==> src/rtl/mem_stage_lsu_pkg.sv <==
// mem_stage_lsu_pkg
//   Shared definitions for the MEM-stage load/store unit:
//   - lsu_state_e : bus handshake FSM states
//   - F3_*        : funct3 access size / sign encodings
//   - BE_*        : byte-enable patterns for byte, halfword and word accesses
//   - f3_legal / addr_misaligned : access decode helpers
package mem_stage_lsu_pkg;

    typedef enum logic [1:0] {
        ST_IDLE = 2'd0,
        ST_REQ  = 2'd1,
        ST_RESP = 2'd2
    } lsu_state_e;

    localparam logic [2:0] F3_B  = 3'b000;
    localparam logic [2:0] F3_H  = 3'b001;
    localparam logic [2:0] F3_W  = 3'b010;
    localparam logic [2:0] F3_BU = 3'b100;
    localparam logic [2:0] F3_HU = 3'b101;

    localparam logic [3:0] BE_BYTE    = 4'b0001;
    localparam logic [3:0] BE_HALF_LO = 4'b0011;
    localparam logic [3:0] BE_HALF_HI = 4'b1100;
    localparam logic [3:0] BE_WORD    = 4'b1111;

    function automatic logic f3_legal(input logic [2:0] f3);
        return (f3 == F3_B) || (f3 == F3_H) || (f3 == F3_W) ||
               (f3 == F3_BU) || (f3 == F3_HU);
    endfunction

    // funct3[1:0] carries the size for both signed and unsigned variants
    function automatic logic addr_misaligned(input logic [2:0] f3, input logic [1:0] a);
        logic mis;
        case (f3[1:0])
            2'b01:   mis = a[0];
            2'b10:   mis = (a != 2'b00);
            default: mis = 1'b0;
        endcase
        return mis;
    endfunction

endpackage

==> src/rtl/mem_stage_lsu_align.sv <==
// lsu_align
//   Purely combinational lane logic for the load/store unit.
//   Ports:
//     funct3     in  3   access size / sign
//     addr_lo    in  2   byte offset within the word
//     store_data in  32  rs2 value to be written
//     be         out 4   byte enables for the store
//     wdata      out 32  store data replicated across the lanes
//     rdata      in  32  raw bus read word
//     load_data  out 32  selected lane, sign- or zero-extended
module lsu_align
    import mem_stage_lsu_pkg::*;
(
    input  logic [2:0]  funct3,
    input  logic [1:0]  addr_lo,
    input  logic [31:0] store_data,
    output logic [3:0]  be,
    output logic [31:0] wdata,
    input  logic [31:0] rdata,
    output logic [31:0] load_data
);

    logic [31:0] shifted;

    always_comb begin
        be    = BE_WORD;
        wdata = store_data;
        case (funct3[1:0])
            2'b00: begin
                be    = BE_BYTE << addr_lo;
                wdata = {4{store_data[7:0]}};
            end
            2'b01: begin
                be    = addr_lo[1] ? BE_HALF_HI : BE_HALF_LO;
                wdata = {2{store_data[15:0]}};
            end
            default: ;
        endcase
    end

    // Move the addressed lane down to bit 0; halfwords are aligned so a
    // byte-granular shift also handles them.
    assign shifted = rdata >> {addr_lo, 3'b000};

    always_comb begin
        load_data = shifted;
        case (funct3)
            F3_B:    load_data = {{24{shifted[7]}}, shifted[7:0]};
            F3_BU:   load_data = {24'b0, shifted[7:0]};
            F3_H:    load_data = {{16{shifted[15]}}, shifted[15:0]};
            F3_HU:   load_data = {16'b0, shifted[15:0]};
            default: load_data = shifted;
        endcase
    end

endmodule

==> src/rtl/mem_stage_lsu.sv <==
// mem_stage_lsu
//   MEM pipeline stage: passes ALU results through to MEM/WB and runs a
//   req/gnt + rvalid data-bus handshake for loads and stores.
//   Ports:
//     clk_i, rst_i (async, active low)
//     alu_result_i, store_data_i, mem_read_i, mem_write_i, funct3_i,
//     rd_addr_i, reg_write_i, mem_to_reg_i        EX/MEM inputs
//     stall_o                                     combinational pipeline stall
//     dmem_req_o, dmem_we_o, dmem_addr_o, dmem_be_o, dmem_wdata_o,
//     dmem_gnt_i, dmem_rvalid_i, dmem_rdata_i     data bus
//     wb_data_o, rd_addr_o, reg_write_o           registered MEM/WB
//     err_o                                       one-cycle error pulse
module mem_stage_lsu
    import mem_stage_lsu_pkg::*;
#(
    parameter int unsigned WAIT_MAX = 255
) (
    input  logic        clk_i,
    input  logic        rst_i,
    input  logic [31:0] alu_result_i,
    input  logic [31:0] store_data_i,
    input  logic        mem_read_i,
    input  logic        mem_write_i,
    input  logic [2:0]  funct3_i,
    input  logic [4:0]  rd_addr_i,
    input  logic        reg_write_i,
    input  logic        mem_to_reg_i,
    output logic        stall_o,
    output logic        dmem_req_o,
    output logic        dmem_we_o,
    output logic [31:0] dmem_addr_o,
    output logic [3:0]  dmem_be_o,
    output logic [31:0] dmem_wdata_o,
    input  logic        dmem_gnt_i,
    input  logic        dmem_rvalid_i,
    input  logic [31:0] dmem_rdata_i,
    output logic [31:0] wb_data_o,
    output logic [4:0]  rd_addr_o,
    output logic        reg_write_o,
    output logic        err_o
);

    localparam int CNT_W = $clog2(WAIT_MAX + 1);

    lsu_state_e state_reg, state_next;
    logic [CNT_W-1:0] cnt_reg;
    logic [31:0] addr_reg, sdata_reg;
    logic [2:0]  f3_reg;
    logic        we_reg, rw_reg, m2r_reg;
    logic [4:0]  rd_reg;

    logic        mem_op, bad_op, start, timeout;
    logic        load_done, tmo_evt;
    logic [3:0]  be_raw;
    logic [31:0] load_data;

    assign mem_op  = mem_read_i | mem_write_i;
    assign bad_op  = (mem_read_i & mem_write_i) |
                     (mem_op & (!f3_legal(funct3_i) |
                                addr_misaligned(funct3_i, alu_result_i[1:0])));
    assign start   = mem_op & !bad_op;
    // cnt_reg counts cycles already spent in REQ/RESP; this is the last allowed one
    assign timeout = (cnt_reg == CNT_W'(WAIT_MAX - 1));

    lsu_align u_align (
        .funct3     (f3_reg),
        .addr_lo    (addr_reg[1:0]),
        .store_data (sdata_reg),
        .be         (be_raw),
        .wdata      (dmem_wdata_o),
        .rdata      (dmem_rdata_i),
        .load_data  (load_data)
    );

    assign dmem_req_o  = (state_reg == ST_REQ);
    assign dmem_we_o   = dmem_req_o & we_reg;
    assign dmem_addr_o = {addr_reg[31:2], 2'b00};
    assign dmem_be_o   = dmem_req_o ? be_raw : 4'b0000;

    always_comb begin
        state_next = state_reg;
        stall_o    = 1'b0;
        load_done  = 1'b0;
        tmo_evt    = 1'b0;
        case (state_reg)
            ST_IDLE: begin
                if (start) begin
                    stall_o    = 1'b1;
                    state_next = ST_REQ;
                end
            end
            ST_REQ: begin
                // A completing store wins over a timeout in the same cycle
                if (dmem_gnt_i && we_reg) begin
                    state_next = ST_IDLE;
                end else if (timeout) begin
                    tmo_evt    = 1'b1;
                    state_next = ST_IDLE;
                end else if (dmem_gnt_i) begin
                    stall_o    = 1'b1;
                    state_next = ST_RESP;
                end else begin
                    stall_o    = 1'b1;
                end
            end
            ST_RESP: begin
                if (dmem_rvalid_i) begin
                    load_done  = 1'b1;
                    state_next = ST_IDLE;
                end else if (timeout) begin
                    tmo_evt    = 1'b1;
                    state_next = ST_IDLE;
                end else begin
                    stall_o    = 1'b1;
                end
            end
            default: state_next = ST_IDLE;
        endcase
    end

    always_ff @(posedge clk_i or negedge rst_i) begin
        if (!rst_i) begin
            state_reg   <= ST_IDLE;
            cnt_reg     <= '0;
            addr_reg    <= '0;
            sdata_reg   <= '0;
            f3_reg      <= '0;
            we_reg      <= 1'b0;
            rw_reg      <= 1'b0;
            m2r_reg     <= 1'b0;
            rd_reg      <= '0;
            wb_data_o   <= '0;
            rd_addr_o   <= '0;
            reg_write_o <= 1'b0;
            err_o       <= 1'b0;
        end else begin
            state_reg   <= state_next;
            err_o       <= 1'b0;
            reg_write_o <= 1'b0;
            if (state_reg == ST_IDLE) begin
                cnt_reg <= '0;
                if (start) begin
                    addr_reg  <= alu_result_i;
                    sdata_reg <= store_data_i;
                    f3_reg    <= funct3_i;
                    we_reg    <= mem_write_i;
                    rw_reg    <= reg_write_i;
                    m2r_reg   <= mem_to_reg_i;
                    rd_reg    <= rd_addr_i;
                end else if (bad_op) begin
                    err_o <= 1'b1;
                end else begin
                    wb_data_o   <= alu_result_i;
                    rd_addr_o   <= rd_addr_i;
                    reg_write_o <= reg_write_i;
                end
            end else begin
                cnt_reg <= cnt_reg + 1'b1;
                if (tmo_evt) begin
                    err_o <= 1'b1;
                end
                if (load_done) begin
                    wb_data_o   <= m2r_reg ? load_data : addr_reg;
                    rd_addr_o   <= rd_reg;
                    reg_write_o <= rw_reg;
                end
            end
        end
    end

endmodule

==> config.mk <==
export PLATFORM = sky130hd
export DESIGN_NAME = mem_stage_lsu
export DESIGN_NICKNAME = d
export VERILOG_FILES = /design/src/rtl/mem_stage_lsu_pkg.sv /design/src/rtl/mem_stage_lsu_align.sv /design/src/rtl/mem_stage_lsu.sv
export SDC_FILE = /design/constraint.sdc
export NUM_CORES = 1
export LEC_CHECK = 0
export ABC_AREA = 1
export CORE_UTILIZATION = 26
export CTS_CLUSTER_SIZE = 28
export DETAILED_ROUTE_END_ITERATION = 12
export GPL_ROUTABILITY_DRIVEN = 0
export PLACE_DENSITY = 0.57
export REMOVE_ABC_BUFFERS = 1
export SKIP_CTS_REPAIR_TIMING = 1
export SLEW_MARGIN = 20
export SYNTH_ARGS = -nofsm -noshare
export SYNTH_HDL_FRONTEND = slang
export SYNTH_SLANG_ARGS = --single-unit
==> constraint.sdc <==
create_clock -name clk_i -period 1.85 [get_ports clk_i]
set_input_delay 0.2775 -clock clk_i [delete_from_list [all_inputs] [get_ports clk_i]]
set_output_delay 0.2775 -clock clk_i [all_outputs]
set_load 0.05 [all_outputs]
==> impl_metrics.ini, run 1 <==
[status]
outcome = finished, violations left
failing_checks = negative setup slack

[synth]
synth_cell_type_count = 34
synth_largest_area_cell = dfrtp_1
synth_async_sr_flop_share = 1.000
ys_ff_latch = 124
synth-edff-count = 0
synthesis.area_sq_um = 7119
ys_warn_count = 0
ys_seq_area_frac = 0.4359
post_synth_inst_count = 990
synth.top_cells.by_area = dfrtp_1 44%, nand2_1 20%, o21ai_0 6.4%, nand3_1 5.7%, buf_4 4.9%
synth_ff_type = dfrtp_1
post_synthesis_mean_instance_area_sq_um = 7.191
synth_top_area_share = 0.4359

[finish]
post-route-util = 0.4083
area_growth_pct = 54.13
layout-drive-gt1-share = 0.1808
fin_area_sq_um = 10970
antenna_fix_cells = 0
final_cells = 1541
nNetsFinal = 1308

[min_path]
hold_path.startpoint = funct3_i[1]
min-delay-path-class = input port to flip-flop
holdPathEnd = f3_reg[1]$_DFFE_PN0P_
hold_depth = 3

[drt]
totalWireLength_um = 25060
routed-via-count = 7115
detailedRoute.firstIterationViolations = 446
detailedRoute.firstPassIterationCount = 4
vias_per_cell = 4.617
postRouteAntennaNets = 0
post-route-drc-count = 0
routed_wire_length_per_instance_um = 16.26

[floorplan]
die_area_sq_um = 28050
ioPinCount = 222
floorplan.die.width_um = 167.5
initial_core_util = 0.2649
row_count = 60
die_height_um = 167.5
fp.coreArea_sq_um = 26880

[critical_path]
setup.worst_path.end_class = primary output
slowest_stage = dfrtp_1
arrival_ns = 1.72
timing.critical_path.max_delay_family = buffers and inverters
ff2ff_path_depth = 12
path_buf_inv = 6
timing.critical_path.fanout_max = 5
startpoint_type = flip-flop
path_cells = clkinv_4, nand2_8, inv_6, buf_8, buf_6, buf_6, o21ai_4, buf_12
rr_startpoint = f3_reg[1]$_DFFE_PN0P_
worst_r2r_setup_slack_ns = 0.16
path_class = flip-flop to primary output
critPathRequiredTime_ns = 1.57
slowest_delay_ns = 0.40
critPathLaunch = f3_reg[1]$_DFFE_PN0P_
r2r-end = wb_data_o[15]$_DFFE_PN0P_
cpMostUsedCell = buf_6

[clock_tree]
cts.htree.levels = 4
cts-root-to-sink-buffers = 2
cts-buffers-inserted = 17
cts_tree = yes
cts_root_buf = clkbuf_16
cts_num_sinks = 124
clock_insertion_delay_at_the_later_pin_of_the_skew_report_ns = 0.42
cts.clk_slew.worst_paths_ns = 0.06

[sta]
hold_viol = 0
final.setup.worst_slack_ns = -0.1504
fin_worst_skew_ns = 0.01096
fin_crit_ns = 2.000
rsz_0062_raised_after_global_routing = yes
slew_violations = 0
finalHoldWorstSlack_ns = 0.2042
slew_headroom = 0.6403
setup_viol_count_final = 20
worstMarginPinSlew_ns = 0.5387
timing.fmax_mhz = 499.9
period_share = 1.081

[power_and_ir_drop]
internal_power_mw = 11.79
vdd_drop_max_v = 0.0009576
power.sequential.fraction = 0.205
cellLeakagePower_nw = 5.928
p_sw_mw = 11.91
report.power.total_mw = 23.70
switching_share = 0.5024
power_per_cell_area_nw_per_um2 = 2160
clkPwrFrac = 0.141
power_share_of_the_combinational_group = 0.654

[grt]
first_global_vias = 6931
antenna_found_initial = 0
grt_first_pass_wirelength_um = 38990
grt_max_degree = 46
grt.total_usage = 0.1788
globalRouteOverflowTotal = 0

[placed_design]
io_buffer_count = 219
place.detailed.hpwl_um = 18110
detailed_place.area_sq_um = 9846
placed_cells_incl_taps = 1494

[run]
drv.max_cap_violation_count = 0
worst min-delay path: stages:
cell and delay, ns:
dlymetal6s2s_1 0.14, inv_2 0.07, o21ai_0 0.08
routing by layer:
| metal | wire (um) | vias to the layer above | GRT usage |
|---|---|---|---|
| met3 | 1183 | 29 | 0.03285 |
| met5 | 0 | - | 0 |
| met1 | 11870 | 3385 | 0.2477 |
| met4 | 415 | 0 | 0.05265 |
| met2 | 11590 | 195 | 0.2826 |
| li1 | - | 3506 | - |
stage by stage:
step | worst slack [ns] | TNS (ns)
after floorplan | -1.555 | -110.32
after global placement | -0.3061 | -13.72
after detailed placement | -0.3394 | -15.41
after CTS | -0.3894 | -7.516
after global routing | -0.2326 | -3.530
final | -0.1504 | -1.680
final cells by class:
class / count / area, sq um
inverter: 67 / 266.5
fill: 2726 / 15900
timing repair buffer: 274 / 3194
clock buffer: 18 / 439.2
tap: 341 / 426.7
clock inverter: 14 / 145.1
multi-input combinational: 703 / 3396
sequential: 124 / 3105
cells by family (layout without fill, tap and decap cells):
logic type                 count (synthesis)  after routing  synth area share
DFF                                      124            124            0.4359
adders and majority gates                  9              9           0.01582
other                                      1              2         0.0005267
buffers and inverters                    164            373            0.1193
AOI/OAI and AO/OA                        144            144            0.1097
and+or+nand+nor                          548            548            0.3188
placed cells by master, fill, tap and decap left out, drive strengths merged:
cell,count
a211oi,1
a21boi,1
a21oi,26
a22oi,4
a31oi,5
and3,1
buf,104
bufinv,2
clkbuf,21
clkdlybuf4s50,108
clkinv,9
clkinvlp,4
conb,2
dfrtp,124
dlygate4sd3,1
dlymetal6s2s,58
ha,9
inv,66
nand2,392
nand3,85
nand3b,1
nand4,2
nor2,48
nor3,4
o2111ai,1
o211ai,12
o21ai,93
o22ai,1
or2,15
worst max path at each step:
stage | endpoint | slack (ns) | cells after the start
6_report | dmem_wdata_o[15] | -0.15 | 8
4_1_cts | stall_o | -0.39 | 8
3_3_place_gp | stall_o | -0.31 | 12
5_1_grt | dmem_wdata_o[15] | -0.23 | 8
2_1_floorplan | stall_o | -1.55 | 4
3_5_place_dp | stall_o | -0.34 | 12
synthesized netlist by cell type, drive strengths merged (9+ instances only):
master / n
nor2: 48
o211ai: 12
ha: 9
buf: 74
dfrtp: 124
inv: 66
a21oi: 26
or2: 15
nand3: 85
clkbuf: 23
o21ai: 93
nand2: 392
power by group through the flow:
stage               Sequential [mW]  Combinational [mW]  Clock [mW]
CTS                            4.85                14.8        3.43
finish                         4.86                15.5        3.35
detailed placement             4.87                14.8           0
global route                   5.05                16.6        3.55
floorplan                      7.45                5.68           0
global placement               4.85                14.7           0
Note: power is estimated with default switching activity, not from simulation.
==> run 2: changes to the inputs <==
MAX_ROUTING_LAYER = met4   (was default)
==> run 2 against run 1 <==
  * The run still ends with negative setup slack left
  * Cell count stayed put
  * Via count is 0.14% lower
  * Critical path depth stayed put
  * Flip-flop and latch count stayed put
  * Clock skew is 0.0010 ns lower
  * Non-clock buffer count stayed put
  * Setup slack worse by 0.00069 ns
  * Global-route usage is 0.52 points higher
  * First-iteration DRC count is 6.3% lower
  * Design area stayed put
  * Combinational power hardly changed
  * Register-to-register slack hardly changed
==> impl_metrics.ini, run 2 (same netlist as run 1, synthesis figures left out) <==
[status]
outcome = finished, violations left
failing_checks = negative setup slack

[floorplan]
fp.coreArea_sq_um = 26880
initial_core_util = 0.2649
die_area_sq_um = 28050
ioPinCount = 222
row_count = 60
floorplan.die.width_um = 167.5
die_height_um = 167.5

[sta]
fin_worst_skew_ns = 0.009962
timing.fmax_mhz = 499.7
finalHoldWorstSlack_ns = 0.2082
setup_viol_count_final = 20
worstMarginPinSlew_ns = 0.5320
hold_viol = 0
fin_crit_ns = 2.001
rsz_0062_raised_after_global_routing = yes
slew_headroom = 0.6447
period_share = 1.082
final.setup.worst_slack_ns = -0.1511
slew_violations = 0

[drt]
vias_per_cell = 4.611
detailedRoute.firstIterationViolations = 418
totalWireLength_um = 25070
detailedRoute.firstPassIterationCount = 6
routed_wire_length_per_instance_um = 16.27
post-route-drc-count = 0
postRouteAntennaNets = 0
routed-via-count = 7105

[finish]
antenna_fix_cells = 0
layout.cells.most_common = nand2_1
nNetsFinal = 1308
layout-drive-gt1-share = 0.1808
area_growth_pct = 54.13
filler_cell_count = 2724
mostFrequentLayoutCells = 375 x nand2_1, 122 x dfrtp_1, 108 x clkdlybuf4s50_1
post-route-util = 0.4083

[grt]
grt_first_pass_wirelength_um = 38920
grt.total_usage = 0.1840
grt_max_degree = 46
globalRouteOverflowTotal = 0
first_global_vias = 6952
antenna_found_initial = 0

[critical_path]
timing.critical_path.max_delay_family = buffers and inverters
startpoint_type = flip-flop
path_cells = clkinv_4, nand2_8, inv_6, buf_8, buf_6, buf_6, o21ai_4, buf_12
critPathRequiredTime_ns = 1.57
slowest_delay_ns = 0.40
setup.worst_path.end_class = primary output
r2r-end = wb_data_o[15]$_DFFE_PN0P_
worst_r2r_setup_slack_ns = 0.16
arrival_ns = 1.72
path_buf_inv = 6
ff2ff_path_depth = 12
path_class = flip-flop to primary output
rr_startpoint = f3_reg[1]$_DFFE_PN0P_
cpMostUsedCell = buf_6
timing.critical_path.fanout_max = 5
slowest_stage = dfrtp_1
critical_path_depth = 8

[clock_tree]
cts_num_sinks = 124
cts-buffers-inserted = 17
cts.clk_slew.worst_paths_ns = 0.06
cts_root_buf = clkbuf_16
cts-root-to-sink-buffers = 2
cts_tree = yes
cts.htree.levels = 4
clock_insertion_delay_at_the_later_pin_of_the_skew_report_ns = 0.42

[min_path]
hold_path.startpoint = funct3_i[1]
holdPathEnd = f3_reg[1]$_DFFE_PN0P_
hold_depth = 3
min-delay-path-class = input port to flip-flop

[power_and_ir_drop]
vdd_drop_max_v = 0.0009572
cellLeakagePower_nw = 5.928
power_per_cell_area_nw_per_um2 = 2161

[placed_design]
place.detailed.hpwl_um = 18110
pre_cts_ws_ns = -0.3394
io_buffer_count = 219

[run]
drv.max_cap_violation_count = 0
-- run 2: cell counts in the layout (fill, tap and decap cells not counted) --
Identical to the previous run, type by type.
-- run 2: metal layers --
layer / global-route usage / routed length [um]
met5: - / 0
met3: 0.03025 / 1106
met4: 0.05265 / 408
met1: 0.2492 / 11850
met2: 0.2821 / 11710
-- run 2: through the flow --
stage / TNS (ns) / power (mW) / cells / instance area [sq um]
after floorplan: -110.32 / 13.14 / 894 / 6528
after global placement: -13.72 / 19.57 / 1494 / 9846
after detailed placement: -15.41 / 19.69 / 1494 / 9846
after CTS: -7.516 / 23.11 / 1526 / 10430
after global routing: -3.526 / 25.18 / 1541 / 10970
final: -1.699 / 23.71 / 1541 / 10970
-- run 2: power breakdown --
group	internal, mW	leakage [nW]	switching (mW)
logic	5.86	4.11	9.64
registers	3.92	1.54	0.949
clock network	2.02	0.278	1.33
total	11.8	5.93	11.9
-- run 2: worst reg2reg max path: stages, from the launching register on --
cell      delay [ns]
dfrtp_1         0.40
clkinv_4        0.11
nand2_8         0.10
buf_4           0.16
buf_6           0.17
nor2_2          0.05
nand3_2         0.09
buf_12          0.16
nand2_1         0.07
nand2_1         0.09
nand3_1         0.08
nand2_1         0.07
nand2_1         0.05
-- run 2: cell type report --
class	count	area, sq um	area share
Clock buffer	18	439.2	0.04002
Clock inverter	14	145.1	0.01323
Inverter	67	266.5	0.02429
Multi-Input combinational cell	703	3396	0.3095
Sequential cell	124	3105	0.2830
Tap cell	341	426.7	0.03888
Timing Repair Buffer	274	3194	0.2911
-- run 2: worst max-delay path by stage --
stage / start / to
2_1_floorplan: state_reg[0]$_DFFE_PN0P_ / stall_o
3_3_place_gp: funct3_i[0] / stall_o
3_5_place_dp: funct3_i[0] / stall_o
4_1_cts: state_reg[1]$_DFFE_PN0P_ / stall_o
5_1_grt: f3_reg[1]$_DFFE_PN0P_ / dmem_wdata_o[15]
6_report: f3_reg[1]$_DFFE_PN0P_ / dmem_wdata_o[15]
